$ cat config.mk
export PLATFORM = sky130hd
export DESIGN_NAME = mem_arbiter_flat
export DESIGN_NICKNAME = d
export VERILOG_FILES = /design/src/rtl/mem_arbiter_if.sv /design/src/rtl/mem_arbiter.sv /design/src/flat_wrapper.sv
export SDC_FILE = /design/constraint.sdc
export NUM_CORES = 1
export LEC_CHECK = 0
export ABC_AREA = 1
export CORE_UTILIZATION = 44
export CTS_CLUSTER_DIAMETER = 150
export CTS_CLUSTER_SIZE = 8
export DETAILED_ROUTE_END_ITERATION = 16
export PLACE_DENSITY_LB_ADDON = 0.08
export SETUP_SLACK_MARGIN = 0.2
export SLEW_MARGIN = 20
export SYNTH_ARGS = -nofsm -noshare
export SYNTH_HDL_FRONTEND = slang
export SYNTH_SLANG_ARGS = --single-unit
$ cat constraint.sdc
create_clock -name clk -period 2.4 [get_ports clk]
set_clock_uncertainty 0.2 [all_clocks]
set_input_delay 0.36 -clock clk [delete_from_list [all_inputs] [get_ports clk]]
set_output_delay 0.36 -clock clk [all_outputs]
set_load 0.02 [all_outputs]
$ cat src/rtl/mem_arbiter_if.sv
// Two-requester memory bus plus the downstream memory port; master drives requests and
// memory responses, slave is the arbiter.
`ifndef ADDR_W
`define ADDR_W              32
`define WORD_W              32
`define MEM_COUNT_W         2
`define MEM_COUNT_NONE      2'd0
`define MEM_COUNT_BYTE      2'd1
`define MEM_COUNT_HALF      2'd2
`define MEM_COUNT_WORD      2'd3
`define MEM_CODE_W          3
`define MEM_CODE_READ       3'd1
`define MEM_CODE_WRITE      3'd2
`define MEM_CODE_MISALIGNED 3'd3
`define MEM_CODE_OUT_OF_BOUNDS 3'd4
`define MEM_CODE_INVALID    3'd5
`endif

interface mem_arbiter_if;
    logic [`ADDR_W-1:0]      i_p0_req_addr;
    logic [`ADDR_W-1:0]      i_p1_req_addr;
    logic [`WORD_W-1:0]      i_p0_req_wr_data;
    logic [`WORD_W-1:0]      i_p1_req_wr_data;
    logic                    i_p0_req_wr_en;
    logic                    i_p1_req_wr_en;
    logic [`MEM_COUNT_W-1:0] i_p0_req_count;
    logic [`MEM_COUNT_W-1:0] i_p1_req_count;
    logic                    o_p0_req_ack;
    logic                    o_p1_req_ack;
    logic                    o_p0_res_valid;
    logic                    o_p1_res_valid;
    logic [`WORD_W-1:0]      o_p0_res_rd_data;
    logic [`WORD_W-1:0]      o_p1_res_rd_data;
    logic [`MEM_CODE_W-1:0]  o_p0_res_code;
    logic [`MEM_CODE_W-1:0]  o_p1_res_code;
    logic [`ADDR_W-1:0]      o_mem_addr;
    logic [`WORD_W-1:0]      o_mem_wr_data;
    logic                    o_mem_wr_en;
    logic [`MEM_COUNT_W-1:0] o_mem_count;
    logic [`WORD_W-1:0]      i_mem_res_rd_data;
    logic [`MEM_CODE_W-1:0]  i_mem_res_code;

    modport master (
        output i_p0_req_addr, i_p1_req_addr, i_p0_req_wr_data, i_p1_req_wr_data,
        output i_p0_req_wr_en, i_p1_req_wr_en, i_p0_req_count, i_p1_req_count,
        input  o_p0_req_ack, o_p1_req_ack, o_p0_res_valid, o_p1_res_valid,
        input  o_p0_res_rd_data, o_p1_res_rd_data, o_p0_res_code, o_p1_res_code,
        input  o_mem_addr, o_mem_wr_data, o_mem_wr_en, o_mem_count,
        output i_mem_res_rd_data, i_mem_res_code
    );

    modport slave (
        input  i_p0_req_addr, i_p1_req_addr, i_p0_req_wr_data, i_p1_req_wr_data,
        input  i_p0_req_wr_en, i_p1_req_wr_en, i_p0_req_count, i_p1_req_count,
        output o_p0_req_ack, o_p1_req_ack, o_p0_res_valid, o_p1_res_valid,
        output o_p0_res_rd_data, o_p1_res_rd_data, o_p0_res_code, o_p1_res_code,
        output o_mem_addr, o_mem_wr_data, o_mem_wr_en, o_mem_count,
        input  i_mem_res_rd_data, i_mem_res_code
    );
endinterface

$ cat src/rtl/mem_arbiter.sv
// Two-port memory arbiter: one outstanding downstream access, fixed MEM_LATENCY response.
// Define MEM_ARB_ROUND_ROBIN_EN for round-robin tie-breaking; otherwise port 1 wins ties.
`ifndef ADDR_W
`define ADDR_W              32
`define WORD_W              32
`define MEM_COUNT_W         2
`define MEM_COUNT_NONE      2'd0
`define MEM_COUNT_BYTE      2'd1
`define MEM_COUNT_HALF      2'd2
`define MEM_COUNT_WORD      2'd3
`define MEM_CODE_W          3
`define MEM_CODE_READ       3'd1
`define MEM_CODE_WRITE      3'd2
`define MEM_CODE_MISALIGNED 3'd3
`define MEM_CODE_OUT_OF_BOUNDS 3'd4
`define MEM_CODE_INVALID    3'd5
`endif

module mem_arbiter #(
    parameter int unsigned MEM_LATENCY = 1
) (
    input logic          clk,
    input logic          aresetn,
    mem_arbiter_if.slave bus
);

    typedef enum logic [1:0] {StIdle, StIssue, StWait} state_e;

    localparam logic [3:0] LatLast = 4'(MEM_LATENCY);

    state_e     state_q;
    logic [3:0] wait_cnt_q;
    logic       winner_q;
    logic       req0;
    logic       req1;
    logic       tie_to_p1;
    logic       grant1;
    logic       can_ack;

`ifdef MEM_ARB_ROUND_ROBIN_EN
    logic last_grant_q;
    assign tie_to_p1 = ~last_grant_q;
`else
    assign tie_to_p1 = 1'b1;
`endif

    assign req0    = bus.i_p0_req_count != `MEM_COUNT_NONE;
    assign req1    = bus.i_p1_req_count != `MEM_COUNT_NONE;
    assign grant1  = req1 & (~req0 | tie_to_p1);
    // Acks are combinational, so they must also be masked while reset is held.
    assign can_ack = (state_q == StIdle) & aresetn;

    assign bus.o_p0_req_ack = can_ack & req0 & ~grant1;
    assign bus.o_p1_req_ack = can_ack & grant1;

    always_ff @(posedge clk or negedge aresetn) begin
        if (!aresetn) begin
            state_q              <= StIdle;
            wait_cnt_q           <= 4'd0;
            winner_q             <= 1'b0;
            bus.o_mem_addr       <= '0;
            bus.o_mem_wr_data    <= '0;
            bus.o_mem_wr_en      <= 1'b0;
            bus.o_mem_count      <= `MEM_COUNT_NONE;
            bus.o_p0_res_valid   <= 1'b0;
            bus.o_p1_res_valid   <= 1'b0;
            bus.o_p0_res_rd_data <= '0;
            bus.o_p1_res_rd_data <= '0;
            bus.o_p0_res_code    <= '0;
            bus.o_p1_res_code    <= '0;
`ifdef MEM_ARB_ROUND_ROBIN_EN
            last_grant_q         <= 1'b1;
`endif
        end else begin
            bus.o_p0_res_valid <= 1'b0;
            bus.o_p1_res_valid <= 1'b0;
            case (state_q)
                StIdle: begin
                    if (req0 | req1) begin
                        bus.o_mem_addr    <= grant1 ? bus.i_p1_req_addr : bus.i_p0_req_addr;
                        bus.o_mem_wr_data <= grant1 ? bus.i_p1_req_wr_data
                                                    : bus.i_p0_req_wr_data;
                        bus.o_mem_wr_en   <= grant1 ? bus.i_p1_req_wr_en : bus.i_p0_req_wr_en;
                        bus.o_mem_count   <= grant1 ? bus.i_p1_req_count : bus.i_p0_req_count;
                        winner_q          <= grant1;
`ifdef MEM_ARB_ROUND_ROBIN_EN
                        last_grant_q      <= grant1;
`endif
                        state_q           <= StIssue;
                    end
                end
                StIssue: begin
                    // Address and write data stay on the bus; only the strobes are withdrawn.
                    bus.o_mem_count <= `MEM_COUNT_NONE;
                    bus.o_mem_wr_en <= 1'b0;
                    wait_cnt_q      <= 4'd1;
                    state_q         <= StWait;
                end
                StWait: begin
                    if (wait_cnt_q == LatLast) begin
                        if (winner_q) begin
                            bus.o_p1_res_rd_data <= bus.i_mem_res_rd_data;
                            bus.o_p1_res_code    <= bus.i_mem_res_code;
                            bus.o_p1_res_valid   <= 1'b1;
                        end else begin
                            bus.o_p0_res_rd_data <= bus.i_mem_res_rd_data;
                            bus.o_p0_res_code    <= bus.i_mem_res_code;
                            bus.o_p0_res_valid   <= 1'b1;
                        end
                        wait_cnt_q <= 4'd0;
                        state_q    <= StIdle;
                    end else begin
                        wait_cnt_q <= wait_cnt_q + 4'd1;
                    end
                end
                default: state_q <= StIdle;
            endcase
        end
    end

endmodule

$ cat src/flat_wrapper.sv
// flat-port wrapper written by rule: the top's interface ports become plain ports
module mem_arbiter_flat 
#(
    parameter int unsigned MEM_LATENCY = 1
)
  (clk, aresetn, bus_i_p0_req_addr, bus_i_p1_req_addr, bus_i_p0_req_wr_data, bus_i_p1_req_wr_data, bus_i_p0_req_wr_en, bus_i_p1_req_wr_en, bus_i_p0_req_count, bus_i_p1_req_count, bus_o_p0_req_ack, bus_o_p1_req_ack, bus_o_p0_res_valid, bus_o_p1_res_valid, bus_o_p0_res_rd_data, bus_o_p1_res_rd_data, bus_o_p0_res_code, bus_o_p1_res_code, bus_o_mem_addr, bus_o_mem_wr_data, bus_o_mem_wr_en, bus_o_mem_count, bus_i_mem_res_rd_data, bus_i_mem_res_code);
  mem_arbiter_if bus_i ();
  input logic clk;
  input logic aresetn;
  input wire logic [$bits(bus_i.i_p0_req_addr)-1:0] bus_i_p0_req_addr;
  input wire logic [$bits(bus_i.i_p1_req_addr)-1:0] bus_i_p1_req_addr;
  input wire logic [$bits(bus_i.i_p0_req_wr_data)-1:0] bus_i_p0_req_wr_data;
  input wire logic [$bits(bus_i.i_p1_req_wr_data)-1:0] bus_i_p1_req_wr_data;
  input wire logic [$bits(bus_i.i_p0_req_wr_en)-1:0] bus_i_p0_req_wr_en;
  input wire logic [$bits(bus_i.i_p1_req_wr_en)-1:0] bus_i_p1_req_wr_en;
  input wire logic [$bits(bus_i.i_p0_req_count)-1:0] bus_i_p0_req_count;
  input wire logic [$bits(bus_i.i_p1_req_count)-1:0] bus_i_p1_req_count;
  output wire logic [$bits(bus_i.o_p0_req_ack)-1:0] bus_o_p0_req_ack;
  output wire logic [$bits(bus_i.o_p1_req_ack)-1:0] bus_o_p1_req_ack;
  output wire logic [$bits(bus_i.o_p0_res_valid)-1:0] bus_o_p0_res_valid;
  output wire logic [$bits(bus_i.o_p1_res_valid)-1:0] bus_o_p1_res_valid;
  output wire logic [$bits(bus_i.o_p0_res_rd_data)-1:0] bus_o_p0_res_rd_data;
  output wire logic [$bits(bus_i.o_p1_res_rd_data)-1:0] bus_o_p1_res_rd_data;
  output wire logic [$bits(bus_i.o_p0_res_code)-1:0] bus_o_p0_res_code;
  output wire logic [$bits(bus_i.o_p1_res_code)-1:0] bus_o_p1_res_code;
  output wire logic [$bits(bus_i.o_mem_addr)-1:0] bus_o_mem_addr;
  output wire logic [$bits(bus_i.o_mem_wr_data)-1:0] bus_o_mem_wr_data;
  output wire logic [$bits(bus_i.o_mem_wr_en)-1:0] bus_o_mem_wr_en;
  output wire logic [$bits(bus_i.o_mem_count)-1:0] bus_o_mem_count;
  input wire logic [$bits(bus_i.i_mem_res_rd_data)-1:0] bus_i_mem_res_rd_data;
  input wire logic [$bits(bus_i.i_mem_res_code)-1:0] bus_i_mem_res_code;
  assign bus_i.i_p0_req_addr = bus_i_p0_req_addr;
  assign bus_i.i_p1_req_addr = bus_i_p1_req_addr;
  assign bus_i.i_p0_req_wr_data = bus_i_p0_req_wr_data;
  assign bus_i.i_p1_req_wr_data = bus_i_p1_req_wr_data;
  assign bus_i.i_p0_req_wr_en = bus_i_p0_req_wr_en;
  assign bus_i.i_p1_req_wr_en = bus_i_p1_req_wr_en;
  assign bus_i.i_p0_req_count = bus_i_p0_req_count;
  assign bus_i.i_p1_req_count = bus_i_p1_req_count;
  assign bus_o_p0_req_ack = bus_i.o_p0_req_ack;
  assign bus_o_p1_req_ack = bus_i.o_p1_req_ack;
  assign bus_o_p0_res_valid = bus_i.o_p0_res_valid;
  assign bus_o_p1_res_valid = bus_i.o_p1_res_valid;
  assign bus_o_p0_res_rd_data = bus_i.o_p0_res_rd_data;
  assign bus_o_p1_res_rd_data = bus_i.o_p1_res_rd_data;
  assign bus_o_p0_res_code = bus_i.o_p0_res_code;
  assign bus_o_p1_res_code = bus_i.o_p1_res_code;
  assign bus_o_mem_addr = bus_i.o_mem_addr;
  assign bus_o_mem_wr_data = bus_i.o_mem_wr_data;
  assign bus_o_mem_wr_en = bus_i.o_mem_wr_en;
  assign bus_o_mem_count = bus_i.o_mem_count;
  assign bus_i.i_mem_res_rd_data = bus_i_mem_res_rd_data;
  assign bus_i.i_mem_res_code = bus_i_mem_res_code;
  mem_arbiter #(.MEM_LATENCY(MEM_LATENCY)) u_core (.clk(clk), .aresetn(aresetn), .bus(bus_i));
endmodule
Word level (Yosys, flattened, before mapping)
Cells that the tools add are included.
{"block": "word_totals", "regBits": 146, "out_inout_bits": 141, "elab_cells": 55}
{"block": "classes", "add_sub_neg": 1, "eq_ne": 5, "mux": 19, "bitwise_logic": 7, "n_reduce_logical": 10}
{"operator": "two-way mux 32 bit", "count": 2}
{"operator": "two-way mux 1 bit", "count": 8}
{"operator": "two-way mux 2 bit", "count": 4}
{"operator": "one-hot mux 4 bit (2 select lines)", "count": 1}
{"operator": "nonzero test 2 bit", "count": 4}
{"operator": "one-hot mux 2 bit (3 select lines)", "count": 1}
{"operator": "AND reduction 2 bit", "count": 3}
{"operator": "AND reduction 3 bit", "count": 2}
{"operator": "adder 4 x 1 -> 4 bit, second input constant", "count": 1}
{"operator": "AND 1 bit", "count": 4}
{"operator": "equality test 4 x 1 -> 1 bit, second input constant", "count": 1}
{"operator": "two-way mux 4 bit", "count": 1}
{"operator": "one-hot mux 2 bit (2 select lines)", "count": 1}
{"operator": "equality test 2 x 1 -> 1 bit, second input constant", "count": 1}
{"operator": "equality test 2 bit, second input constant", "count": 1}
{"operator": "logical NOT 2 bit", "count": 1}
{"operator": "!= test 2 x 1 -> 1 bit, second input constant", "count": 1}
{"operator": "!= test 2 bit, second input constant", "count": 1}
{"operator": "NOT 1 bit", "count": 2}
{"operator": "one-hot mux 1 bit (2 select lines)", "count": 1}
{"operator": "bitwise OR 1 bit", "count": 1}

Logic depth before layout (Yosys ltp)
{"block": "depth", "depth_word": 4, "ltp_mapped": 8, "depth_no_buf": 7}

Worst setup path before layout
OpenSTA, ideal clock, no wires.
{"block": "synth_timing", "path_type": "flip-flop to output port", "from": "register u_core.state_q[0]", "to": "output bus_o_p0_req_ack", "arrival_time_ns": 1.259, "required_time_ns": 1.840, "slack_ns": 0.581, "stages_incl_launch_ff": 5, "n_path_buf": 0, "path_cell_list": "dfrtp_1 inv_1 ha_1 nand2_1 nor3_1"}
{"block": "synth_via", "elab_chain_cells": 4}
{"item": "from (decl)", "line_no": "mem_arbiter.sv:31", "text": "state_e state_q;"}
{"item": "from (signal assigned)", "line_no": "mem_arbiter.sv:58", "text": "state_q <= StIdle;"}
{"item": "from (signal assigned)", "line_no": "mem_arbiter.sv:89", "text": "state_q <= StIssue;"}
{"item": "from (signal assigned)", "line_no": "mem_arbiter.sv:97", "text": "state_q <= StWait;"}
{"item": "logical NOT 2 bit", "line_no": "mem_arbiter.sv:51", "text": "assign can_ack = (state_q == StIdle) & aresetn;"}
{"item": "AND 1 bit", "line_no": "mem_arbiter.sv:51"}
{"item": "AND 1 bit (2 in a row)", "line_no": "mem_arbiter.sv:53", "text": "assign bus.o_p0_req_ack = can_ack & req0 & ~grant1;"}
{"item": "to (decl)", "line_no": "flat_wrapper.sv:18", "text": "output wire logic [$bits(bus_i.o_p0_req_ack)-1:0] bus_o_p0_req_ack;"}
Every way passes these cells.

Worst setup path after layout
{"block": "layout_timing", "from": "register u_core.state_q[1]", "to": "output bus_o_p0_req_ack"}
Same word-level chain as after synthesis.

==> parameters.txt <==
Parameter                              Value

Timing
  Setup Viol. Count Final    0
  Final sum of negative setup slack    0 ps
  Final max-slew violation count    0
  Count of endpoints failing hold in the final timing report    0
  RSZ-0062 raised after global routing    true
  Hold slack    275 ps
  Worst slew pin tran    786 ps
  Post-layout minimum cycle time    2120 ps
  Period utilisation layout    88.3%
  Maximum clock rate    472 MHz
  Slew headroom    47.6%

Final layout
  Share of final-layout standard cells stronger than drive strength 1    4.57%
  Antenna Diode Count    0
  Net count reported at finish    1303
  Utilization after layout    73.5%
  Filler Cell Count    1115
  Layout-stage area growth over the synthesis result    61.0%

Synth
  Portion of the post-synthesis area used by sequential elements    56.8%
  Number of synthesized register bits    146
  Yosys cell types    22
  Synthesized instance count    825
  Total standard cell area after synthesis    6430 um2
  Post-Synthesis Net Count    1002
  Yosys Warn Count    0
  Mean instance size in the synthesized netlist    7.80 um2

Setup path
  Worst setup path startpoint    u_core.state_q[1]
  Critical path launch point type    flop
  Arrival @ worst endpoint    1560 ps
  Required time of the critical path    1840 ps
  Peak fanout along the critical path    3
  CP Class    reg2out
  Crit-path cells    inv_1 -> ha_1 -> nand2_1 -> nor3_2 -> buf_2
  Worst path slowest cell    dfrtp_1
  Element type at the critical path end    output port
  Crit Reg-Reg Startpoint    u_core.state_q[1]
  Slowest Stage Delay on Critical Path    400 ps

Floorplan
  Starting utilization of the core area    45.6%
  Die width    123 um
  Die ar.    15100 um2
  IO Pins    312
  Die Height    123 um
  Total core area    14100 um2
  Number of cell rows    43

Flow run
  Max-Cap Viols    0

Clock tree
  Later-pin clock latency in the skew report    410 ps
  Post-CTS setup repair buffer count    0
  H-tree depth reported by CTS    4
  Buffers from clock root to sink, at most    2
  CTS Sinks    146
  Cell chosen for the clock root    clkbuf_16
  Clock buffers created by TritonCTS    17
  Clock slew at reported path FFs    60 ps
  Clock tree from TritonCTS    built

Routing
  Number of remaining DRC errors    0
  Remaining antenna violation count after routing    0
  Total via count in the routed design    6141
  Wire per inst    14.0 um
  DR pass1 iterations    4
  DR vias/cell    4.66
  Post-Route WL    18500 um
  Number of design-rule violations left by the first detailed-router iteration    507

Power and ir drop
  Worst vdd rail ir drop    0.514 mV
  Switching power    0.00530 W
  Sequential Power Share    31.2%
  Net switching share of the total power    38.7%
  Relative contribution of the clock network to total power    20.2%
  Combinational Power Share    48.6%
  Power density over the cells    1320 nW/um2
  Leakage power figure    5.24 nW
  Cell Int Power    0.00842 W

GRT
  First-pass GRT wire length    29000 um
  GR Overflow Total    0
  Antenna violations before repair    0
  Vias in the first global route    5840
  Total global routing track utilization    25.2%
  Largest net degree at the start of global routing    147

Run status
  Run status    finished, final reports clean

Placed design
  Half-perimeter wire length after detailed placement    12800 um
  RePlAce Congestion    0.825
  I/O Buffers    311

Worst hold path
  Start point of the worst hold path    u_core.bus.o_mem_wr_data[8]
  Class of the worst hold path    reg2reg
synth_stat cells:
library cell / number / area, um2
or2_2: 1 / 6.26
nand3_1: 6 / 30.0
nor2_1: 9 / 33.8
a22oi_1: 1 / 7.51
buf_4: 1 / 7.51
nand3b_1: 1 / 7.51
nor2_4: 1 / 11.3
clkbuf_1: 20 / 75.1
inv_2: 2 / 7.51
a21oi_1: 3 / 15.0
nor3_1: 1 / 5.00
nand2_1: 483 / 1810
nand4_2: 2 / 25.0
buf_2: 20 / 100
o21bai_1: 1 / 7.51
dfrtp_1: 146 / 3650
nor2_2: 1 / 6.26
ha_1: 6 / 75.1
inv_1: 46 / 173
a21boi_0: 1 / 7.51
o21ai_0: 72 / 360
nand2_2: 1 / 6.26
routing by layer:
metal	vias to the layer above	part of all wire, %	GRT usage [%]
met2	231	49	43.0
met5	-	0	0
met1	2777	40	29.0
met3	27	8.6	8.26
li1	3106	-	-
met4	0	2.7	10.6
cell families after synthesis:
family / count (synthesis) / synth area share [%]
flip-flops: 146 / 56.8
AND/OR/NAND/NOR: 506 / 30.2
adder cells (fa/ha/maj): 6 / 1.17
AO/OA/AOI/OAI: 78 / 6.18
buffers and inverters: 89 / 5.64
worst max-delay path: cells and delay by family (launching register included):
kind | cells | cell delay, ps
and+or+nand+nor | 2 | 270
buffers and inverters | 2 | 290
adders and majority gates | 1 | 180
DFF | 1 | 400
placed cells by master, fill, tap and decap left out:
cell             count
inv_1               46
buf_6                1
buf_4                6
buf_12               5
a21oi_1              3
nor2_2               1
or2_2                1
clkinv_2             3
nand2_1            483
nor3_2               1
clkinvlp_4           3
nand2_2              1
a22oi_1              1
nand3b_1             1
a21boi_0             1
clkbuf_1             2
buf_2                2
clkbuf_16           17
clkdlybuf4s50_1    308
clkbuf_8             2
o21bai_1             1
nor2_1               9
ha_1                 6
dlygate4sd3_1        1
inv_2                2
nand3_1              6
o21ai_0             72
nand4_2              2
dfrtp_1            146
bufinv_16            4
nor2_4               1
worst paths after layout:
| kind | end | slack, ps | cells past startpoint |
|---|---|---|---|
| max | bus_o_p0_req_ack | 280 | 5 |
| min | u_core.bus.o_mem_wr_data[8] | 270 | 2 |
| max reg2reg | u_core.bus.o_mem_wr_data[19] | 660 | 8 |
| min reg2reg | u_core.bus.o_mem_wr_data[8] | 270 | 2 |
| max in group asynchronous | u_core.bus.o_mem_wr_data[5] | 960 | 3 |
| min in group asynchronous | u_core.bus.o_p1_res_rd_data[2] | 430 | 3 |
through the flow:
stage	setup slack, ps	total power, W	instance area [um2]	std cells
2_1_floorplan	581	0.00762	6430	825
3_3_place_gp	33.7	0.0109	9740	1286
3_5_place_dp	32.1	0.0110	9740	1286
4_1_cts	239	0.0139	10400	1318
5_1_grt	147	0.0146	10400	1318
6_report	280	0.0137	10400	1318
sequential cells by signal, indices dropped and copies added (netlist names):
register,count
u_core.bus.o_mem_wr_en,1
u_core.state_q,2
u_core.wait_cnt_q,4
u_core.bus.o_p1_res_code,3
u_core.bus.o_mem_addr,32
u_core.bus.o_p1_res_valid,1
u_core.bus.o_mem_count,2
u_core.bus.o_p0_res_rd_data,32
u_core.bus.o_p1_res_rd_data,32
u_core.winner_q,1
u_core.bus.o_mem_wr_data,32
u_core.bus.o_p0_res_valid,1
u_core.bus.o_p0_res_code,3
final cells by class:
class | count | area [um2] | area share [%]
tap | 180 | 225 | 2.17
clock inverter | 10 | 158 | 1.52
multi-input combinational | 590 | 2420 | 23.4
inverter | 48 | 180 | 1.74
clock buffer | 21 | 460 | 4.44
timing repair buffer | 323 | 3260 | 31.5
sequential | 146 | 3650 | 35.3
timing repair:
action,in CTS,in global routing
hold buffers,1,0
hold endpoints to repair,146,0
endpoints found under the setup margin,2,2
gates resized for setup,8,2
power groups by stage:
stage	clock (W)	sequential [W]	combinational, W
2_1_floorplan	0	0.00567	0.00195
3_3_place_gp	0	0.00426	0.00664
3_5_place_dp	0	0.00429	0.00672
4_1_cts	0.00281	0.00429	0.00675
5_1_grt	0.00291	0.00443	0.00726
6_report	0.00277	0.00428	0.00667
Note: power is estimated with default switching activity, not from simulation.
